File: config.mk
export PLATFORM = sky130hd
export DESIGN_NAME = seg_scan_ctrl_flat
export DESIGN_NICKNAME = d
export VERILOG_FILES = /design/src/rtl/seg_scan_if.sv /design/src/rtl/seg_scan_ctrl.sv /design/src/flat_wrapper.sv
export SDC_FILE = /design/constraint.sdc
export NUM_CORES = 1
export LEC_CHECK = 0
export ABC_AREA = 1
export ABC_CLOCK_PERIOD_IN_PS = 4600
export CAP_MARGIN = 20
export CORE_MARGIN = 4
export CORE_UTILIZATION = 61
export DETAILED_ROUTE_END_ITERATION = 8
export HOLD_SLACK_MARGIN = 0.05
export PLACE_DENSITY = 0.87
export SLEW_MARGIN = 20
export SYNTH_ARGS = -nofsm -noshare
export SYNTH_HDL_FRONTEND = slang
export SYNTH_SLANG_ARGS = --single-unit
File: constraint.sdc
create_clock -name clk -period 4.6 [get_ports clk]
set_input_delay 0.92 -clock clk [delete_from_list [all_inputs] [get_ports clk]]
set_output_delay 0.92 -clock clk [all_outputs]
set_load 0.02 [all_outputs]
File: src/rtl/seg_scan_if.sv
// Bundle between the write port / decoder / board pins and seg_scan_ctrl.
// The slave side is the scan controller; the master side is its environment.
interface seg_scan_if #(
   parameter int NDIG = 8
);
   logic            disp_en;
   logic            wr_en;
   logic [2:0]      wr_addr;
   logic [3:0]      wr_data;
   logic            upd_req;
   logic            lzb;
   logic [3:0]      dec_b;
   logic [6:0]      dec_h;
   logic [6:0]      seg;
   logic [NDIG-1:0] an;
   logic            upd_ack;
   logic            frame_done;

   modport master (
      output disp_en, wr_en, wr_addr, wr_data, upd_req, lzb, dec_h,
      input  dec_b, seg, an, upd_ack, frame_done
   );

   modport slave (
      input  disp_en, wr_en, wr_addr, wr_data, upd_req, lzb, dec_h,
      output dec_b, seg, an, upd_ack, frame_done
   );
endinterface

File: src/rtl/seg_scan_ctrl.sv
// Multiplexed 7-segment scan controller: one shared decoder, NDIG anodes,
// shadow/active digit buffers committed only on a frame boundary.
module seg_scan_ctrl #(
   parameter int NDIG  = 8,
   parameter int DIV   = 1000,
   parameter int BLANK = 16
) (
   input  logic      clk,
   input  logic      rst,
   seg_scan_if.slave bus
);
   localparam int IW = (NDIG > 1) ? $clog2(NDIG) : 1;
   localparam int DW = $clog2(DIV);
   localparam logic [IW-1:0] IDX_LAST = IW'(NDIG - 1);
   localparam logic [DW-1:0] CNT_LAST = DW'(DIV - 1);
   localparam logic [DW-1:0] BLK_LAST = DW'(BLANK - 1);

   typedef enum logic [1:0] {ST_IDLE, ST_BLANK, ST_SHOW} state_t;

   state_t          state_reg, state_next;
   logic [DW-1:0]   div_cnt_reg, div_cnt_next;
   logic [IW-1:0]   idx_reg, idx_next;
   logic            pending_reg, pending_next;
   logic [3:0]      shadow_reg [NDIG];
   logic [3:0]      active_reg [NDIG];
   logic [NDIG-1:0] an_reg, an_next;
   logic [6:0]      seg_reg, seg_next;
   logic            upd_ack_reg, frame_done_reg;
   logic            boundary, commit, show_on, wr_ok;
   logic [NDIG-1:0] digit_zero, zero_from, blank_vec;

   assign boundary = (state_reg == ST_SHOW) && (idx_reg == IDX_LAST) && (div_cnt_reg == CNT_LAST);
   assign commit   = pending_reg && (boundary || (state_reg == ST_IDLE));
   assign show_on  = (state_reg == ST_SHOW) && bus.disp_en;
   assign wr_ok    = bus.wr_en && (int'(bus.wr_addr) < NDIG);

   // Leading-zero blanking: a digit goes dark when it and all higher digits are 0.
   generate
      for (genvar gi = 0; gi < NDIG; gi++) begin : g_digit
         assign digit_zero[gi] = (active_reg[gi] == 4'd0);
         assign an_next[gi]    = ~(show_on && (idx_reg == IW'(gi)));
         if (gi == 0) begin : g_lsd
            assign blank_vec[gi] = 1'b0;
         end else begin : g_upper
            assign blank_vec[gi] = bus.lzb && zero_from[gi];
         end
      end
   endgenerate

   always_comb begin
      zero_from = '0;
      zero_from[NDIG-1] = digit_zero[NDIG-1];
      for (int i = NDIG - 2; i >= 0; i--) begin
         zero_from[i] = digit_zero[i] && zero_from[i+1];
      end
   end

   always_comb begin
      state_next   = state_reg;
      div_cnt_next = div_cnt_reg;
      idx_next     = idx_reg;
      case (state_reg)
         ST_IDLE: begin
            div_cnt_next = '0;
            idx_next     = '0;
            if (bus.disp_en) state_next = ST_BLANK;
         end
         ST_BLANK: begin
            div_cnt_next = div_cnt_reg + 1'b1;
            if (div_cnt_reg == BLK_LAST) state_next = ST_SHOW;
         end
         ST_SHOW: begin
            if (div_cnt_reg == CNT_LAST) begin
               div_cnt_next = '0;
               idx_next     = (idx_reg == IDX_LAST) ? '0 : idx_reg + 1'b1;
               state_next   = ST_BLANK;
            end else begin
               div_cnt_next = div_cnt_reg + 1'b1;
            end
         end
         default: begin
            state_next   = ST_IDLE;
            div_cnt_next = '0;
            idx_next     = '0;
         end
      endcase
      if (!bus.disp_en) begin
         state_next   = ST_IDLE;
         div_cnt_next = '0;
         idx_next     = '0;
      end
      // A request landing on the commit edge re-arms for the next boundary.
      pending_next = commit ? bus.upd_req : (pending_reg || bus.upd_req);
      seg_next     = 7'h7F;
      if (show_on && !blank_vec[idx_reg]) seg_next = bus.dec_h;
   end

   always_ff @(posedge clk) begin
      if (rst) begin
         state_reg      <= ST_IDLE;
         div_cnt_reg    <= '0;
         idx_reg        <= '0;
         pending_reg    <= 1'b0;
         an_reg         <= '1;
         seg_reg        <= 7'h7F;
         upd_ack_reg    <= 1'b0;
         frame_done_reg <= 1'b0;
      end else begin
         state_reg      <= state_next;
         div_cnt_reg    <= div_cnt_next;
         idx_reg        <= idx_next;
         pending_reg    <= pending_next;
         an_reg         <= an_next;
         seg_reg        <= seg_next;
         upd_ack_reg    <= commit;
         frame_done_reg <= boundary;
      end
   end

   // Commit reads the pre-edge shadow, so a same-edge write only reaches shadow.
   always_ff @(posedge clk) begin
      if (rst) begin
         for (int i = 0; i < NDIG; i++) begin
            shadow_reg[i] <= '0;
            active_reg[i] <= '0;
         end
      end else begin
         if (commit) begin
            for (int i = 0; i < NDIG; i++) active_reg[i] <= shadow_reg[i];
         end
         if (wr_ok) shadow_reg[bus.wr_addr[IW-1:0]] <= bus.wr_data;
      end
   end

   assign bus.dec_b      = active_reg[idx_reg];
   assign bus.an         = an_reg;
   assign bus.seg        = seg_reg;
   assign bus.upd_ack    = upd_ack_reg;
   assign bus.frame_done = frame_done_reg;
endmodule

File: src/flat_wrapper.sv
// flat-port wrapper written by rule: the top's interface ports become plain ports
module seg_scan_ctrl_flat 
#(
   parameter int NDIG  = 8,
   parameter int DIV   = 1000,
   parameter int BLANK = 16
)
  (clk, rst, bus_disp_en, bus_wr_en, bus_wr_addr, bus_wr_data, bus_upd_req, bus_lzb, bus_dec_h, bus_dec_b, bus_seg, bus_an, bus_upd_ack, bus_frame_done);
  seg_scan_if #(.NDIG(NDIG)) bus_i ();
  input  logic clk;
  input  logic rst;
  input wire logic [$bits(bus_i.disp_en)-1:0] bus_disp_en;
  input wire logic [$bits(bus_i.wr_en)-1:0] bus_wr_en;
  input wire logic [$bits(bus_i.wr_addr)-1:0] bus_wr_addr;
  input wire logic [$bits(bus_i.wr_data)-1:0] bus_wr_data;
  input wire logic [$bits(bus_i.upd_req)-1:0] bus_upd_req;
  input wire logic [$bits(bus_i.lzb)-1:0] bus_lzb;
  input wire logic [$bits(bus_i.dec_h)-1:0] bus_dec_h;
  output wire logic [$bits(bus_i.dec_b)-1:0] bus_dec_b;
  output wire logic [$bits(bus_i.seg)-1:0] bus_seg;
  output wire logic [$bits(bus_i.an)-1:0] bus_an;
  output wire logic [$bits(bus_i.upd_ack)-1:0] bus_upd_ack;
  output wire logic [$bits(bus_i.frame_done)-1:0] bus_frame_done;
  assign bus_i.disp_en = bus_disp_en;
  assign bus_i.wr_en = bus_wr_en;
  assign bus_i.wr_addr = bus_wr_addr;
  assign bus_i.wr_data = bus_wr_data;
  assign bus_i.upd_req = bus_upd_req;
  assign bus_i.lzb = bus_lzb;
  assign bus_i.dec_h = bus_dec_h;
  assign bus_dec_b = bus_i.dec_b;
  assign bus_seg = bus_i.seg;
  assign bus_an = bus_i.an;
  assign bus_upd_ack = bus_i.upd_ack;
  assign bus_frame_done = bus_i.frame_done;
  seg_scan_ctrl #(.NDIG(NDIG), .DIV(DIV), .BLANK(BLANK)) u_core (.clk(clk), .rst(rst), .bus(bus_i));
endmodule
* Yosys cells after proc, flatten, opt, wreduce, memory -nomap -nowiden
Memories as Yosys holds them, arrays and structs flattened. A register that Yosys moved wholly into a read port is not among the register bits.
Index checks and enable logic that the tools add are counted.
** Word-level totals
- Output and inout bits :: 21
- Bits in writable memories :: 64
- Input bits :: 20
- Memories :: 2
- Logic and storage cells :: 120
- Register bits after elaboration :: 33
** Operators by class
- $add $sub $neg :: 2
- Bitwise operators :: 19
- Magnitude comparators :: 1
- Equality and inequality tests :: 13
- Multiplexer cells :: 32
- Reduce and logical (&&, ||, !) cells :: 43
** Memories
- u_core.active_reg :: words 8, bits a word 4, rd ports 8, clocked after Yosys merged registers in 1, write ports 8, line seg_scan_ctrl.sv:25 : logic [3:0] active_reg [NDIG];
- u_core.shadow_reg :: words 8, bits a word 4, rd ports 8, clocked after Yosys merged registers in 0, write ports 8, line seg_scan_ctrl.sv:24 : logic [3:0] shadow_reg [NDIG];
** Operator list (number)
- $mux W4 :: 9
- $logic_not A4 Y1 :: 7
- $logic_and A1 B1 Y1 :: 26
- $pmux W10 S2 :: 1
- $mux W3 :: 5
- $eq A3 B3 Y1 const B :: 4
- $mux W1 :: 11
- $not A1 Y1 :: 11
- $add A10 B1 Y10 const B :: 1
- $eq A10 B10 Y1 const B :: 1
- $eq A10 B4 Y1 const B :: 1
- $mux W10 :: 1
- $or A1 B1 Y1 :: 8
- $eq A3 B2 Y1 const B :: 2
- $pmux W2 S3 :: 1
- $pmux W3 S2 :: 1
- $lt A3 B4 Y1 const B :: 1
- $mux W2 :: 2
- $reduce_and A2 Y1 :: 2
- $reduce_or A2 Y1 :: 2
- $reduce_or A4 Y1 :: 1
- $add A3 B1 Y3 const B :: 1
- $bmux W1 S3 :: 1
- $eq A3 B1 Y1 const B :: 1
- 8 further kinds :: 9

* Depth between registers and ports, before layout
An unclocked memory read counts as a cell.
- Depth after elaboration :: 15
- Gate-level depth with buffers :: 9
- Gate-level depth less buffers :: 9

* Least setup slack after synthesis
OpenSTA, ideal clock, no wires.
- Path type :: input to register
- From :: input rst
- To :: memory u_core.active_reg[0][0], enable pin
- Cell stages on the path :: 3
- Buffers on the path :: 1
- Setup slack :: 2346 ps
- Data required time :: 4121 ps
- Arrival time :: 1775 ps
- Setup time :: 479 ps
- Cells stage by stage :: inv_1 > buf_2 > nand2_1
** RTL lines
- start, declared :: line flat_wrapper.sv:11 : input logic rst;
- end, declared :: line seg_scan_ctrl.sv:25

==> results.tsv <==
stage	metric	value	unit
outcome	outcome	finished clean	
detailed_routing	drt_wl_total	8644	microns
yosys	synth_cell_types	25	
setup_path	required	3680	ps
detailed_routing	antenna_left	0	
yosys	async_flop_share	0	%
layout	layout_commonest_cell	nor2_1	
place	place_congestion	0.9117	
global_route	grt_usage	21.61	%
pwr	leakage	2.077	nW
pwr	power_density	337.2	nW/um^2
yosys	synth.avg_cell_area	9.383	sq um
die	die_width	92.57	microns
layout	register_area	2643	sq um
place	port_buffers	40	
timing	fin_setup_tns	0	ps
timing	hold_viol_final	0	
place	placement.cell_area	4822	sq um
cts	htreeDepth	3	
layout	drive_gt1_share	8.415	%
timing	tightestPinTransition	728.5	ps
timing	rsz0062_at_grt	no	
setup_path	crit_fanout	17	
cts	post_cts_buffers	0	
cts	cts_resized	0	
global_route	first_global_vias	3107	
yosys	yosysSeqAreaShare	60.57	%
detailed_routing	vias	3158	
setup_path	crit_type	reg -> out	
layout	area_delta_synth_final	15.14	%
yosys	synthCells	465	
die	dieArea	8569	sq um
setup_path	worstSetupEndpointType	output pin	
timing	fmax	295.2	MHz
pwr	vdd.ir_drop.worst	0.0001995	V
layout	diodes	0	
layout	fill_cells	494	
timing	fin_crit_sh	73.64	%
die	coreArea	6869	sq um
cts	clkLatencyLatePin	360	ps
detailed_routing	drtIter0Drc	196	
cts	cts.sinks	100	
cts	clkSlewWorstSetupHoldPaths	90	ps
layout	fin_nets	537	
global_route	antenna_found_initial	0	
global_route	grt_start_max_net_pins	33	
timing	setup_viol_count_final	0	
timing	maxSlewViolCount	0	
yosys	synth_warnings	0	
timing	finalClockSkew	9.877	ps
timing	period_needed	3388	ps
cts	cts_hold_buf	0	
setup_path	endpoint	bus_dec_b[2]	
setup_path	worstReg2RegStart	u_core.idx_reg[0]	
yosys	ys_ff_latch	100	
yosys	synth_edf_count	64	
yosys	synth_nets	496	
layout	mostFrequentLayoutCells	nor2_1, inv_1, edfxtp_1	
flow_run	max-cap-violations	0	
die	die_h	92.57	microns
setup_path	startpoint_type	flip-flop	
detailed_routing	wire_per_inst	14.24	microns
cts	cts.root.buffer_cell	clkbuf_8	
timing	max-slew-margin-rel	51.25	%
detailed_routing	drc	0	
setup_path	reg2reg_slack	2300	ps
die	ios	41	
yosys	ys.flop_type	edfxtp_1	
timing	setup_slack	1212	ps
detailed_routing	post_drt_via_cell_ratio	5.203	
die	num_rows	30	
global_route	grt_pass1_wl	14260	microns
cts	cts_buffer_depth	2	
setup_path	r2r_end	u_core.active_reg[2][2]	
worst_hold_path	hold_path.class	reg -> reg	
place	dp_hpwl	6361	microns
place	dp.cells	591	
cts	cts_buffers	9	
pwr	finalPower	1.694	mW
cts	tritoncts	built	
detailed_routing	first_pass_iters	5	
layout	fin_cells	607	
setup_path	rr_worst_depth	8	
global_route	grt_overflow_total	0	
place	pre_cts_slack	1232	ps
layout	fin_area	5024	sq um
layout	multi_input_area	1369	sq um
setup_path	cp_data_arrival_time	2470	ps
yosys	syn_area	4363	sq um
die	initial_core_util	63.52	%
-- cell families after synthesis --
logic type	after synthesis	share of synthesized area (%)
xor gates and xnor gates	7	1.405
AOI/OAI and AO/OA	39	4.703
and+or+nand+nor	220	22.05
adders and majority gates	11	3.155
DFF	100	60.57
buffers and inverters	88	8.116
-- critical path, cell delays in order (launching register included) --
cell and delay, ps:
dfxtp_1 660, inv_1 340, a21oi_1 200, o21ai_0 90, o21ai_0 90, nand2_1 70
nand2_1 60, clkdlybuf4s50_1 590
-- area by class of cell --
class                           instances  share of cell area [%]
Clock buffer                           13                   3.587
Clock inverter                          3                  0.3736
Inverter                               78                   5.828
Multi-Input combinational cell        277                   27.25
Sequential cell                       100                   52.60
Tap cell                               96                   2.391
Timing Repair Buffer                   40                   7.970
-- power by group --
| group | switching, mW | internal (mW) | leakage (nW) |
|---|---|---|---|
| clock network | 0.284 | 0.259 | 0.105 |
| registers | 0.0211 | 0.999 | 0.937 |
| logic | 0.0840 | 0.0468 | 1.04 |
| total | 0.389 | 1.31 | 2.08 |
-- metrics by stage --
stage,hold WS [ps],utilization [%]
after floorplan,441.4,-
after global placement,462.1,70.20
after detailed placement,472.1,70.20
after CTS,492.2,73.10
after global routing,557.9,73.13
final,491.1,73.13
-- cells in the mapped netlist, drive strengths merged, types with 2 or more instances --
cell,n,share of area (%)
o211ai,2,0.34
clkbuf,2,0.20
nor3,4,0.46
nand4,3,0.43
edfxtp,64,44
nand2,61,5.4
ha,11,3.2
o21ai,18,2.1
inv,78,6.7
nand3,31,4.1
buf,8,1.2
dfxtp,36,17
a31oi,3,0.43
xor2,6,1.2
nor2,120,11
a21oi,15,1.7
-- worst min path at each step --
stage / startpoint / endpoint / slack, ps / depth (start not counted)
global placement: u_core.div_cnt_reg[0] / u_core.div_cnt_reg[0] / 460 / 1
CTS: u_core.div_cnt_reg[0] / u_core.div_cnt_reg[0] / 490 / 1
detailed placement: u_core.div_cnt_reg[0] / u_core.div_cnt_reg[0] / 470 / 1
global route: u_core.div_cnt_reg[0] / u_core.div_cnt_reg[0] / 560 / 1
finish: u_core.div_cnt_reg[0] / u_core.div_cnt_reg[0] / 490 / 1
floorplan: u_core.div_cnt_reg[0] / u_core.div_cnt_reg[0] / 440 / 1
-- layer usage --
metal  up-vias  track usage, %  share of wire [%]
met3        25           3.818                6.4
li1       1556               -                  -
met4         0           12.87                3.7
met1      1430           25.88                 41
met5         -               0                  0
met2       147           36.37                 49
(Power assumes the default switching activity.)
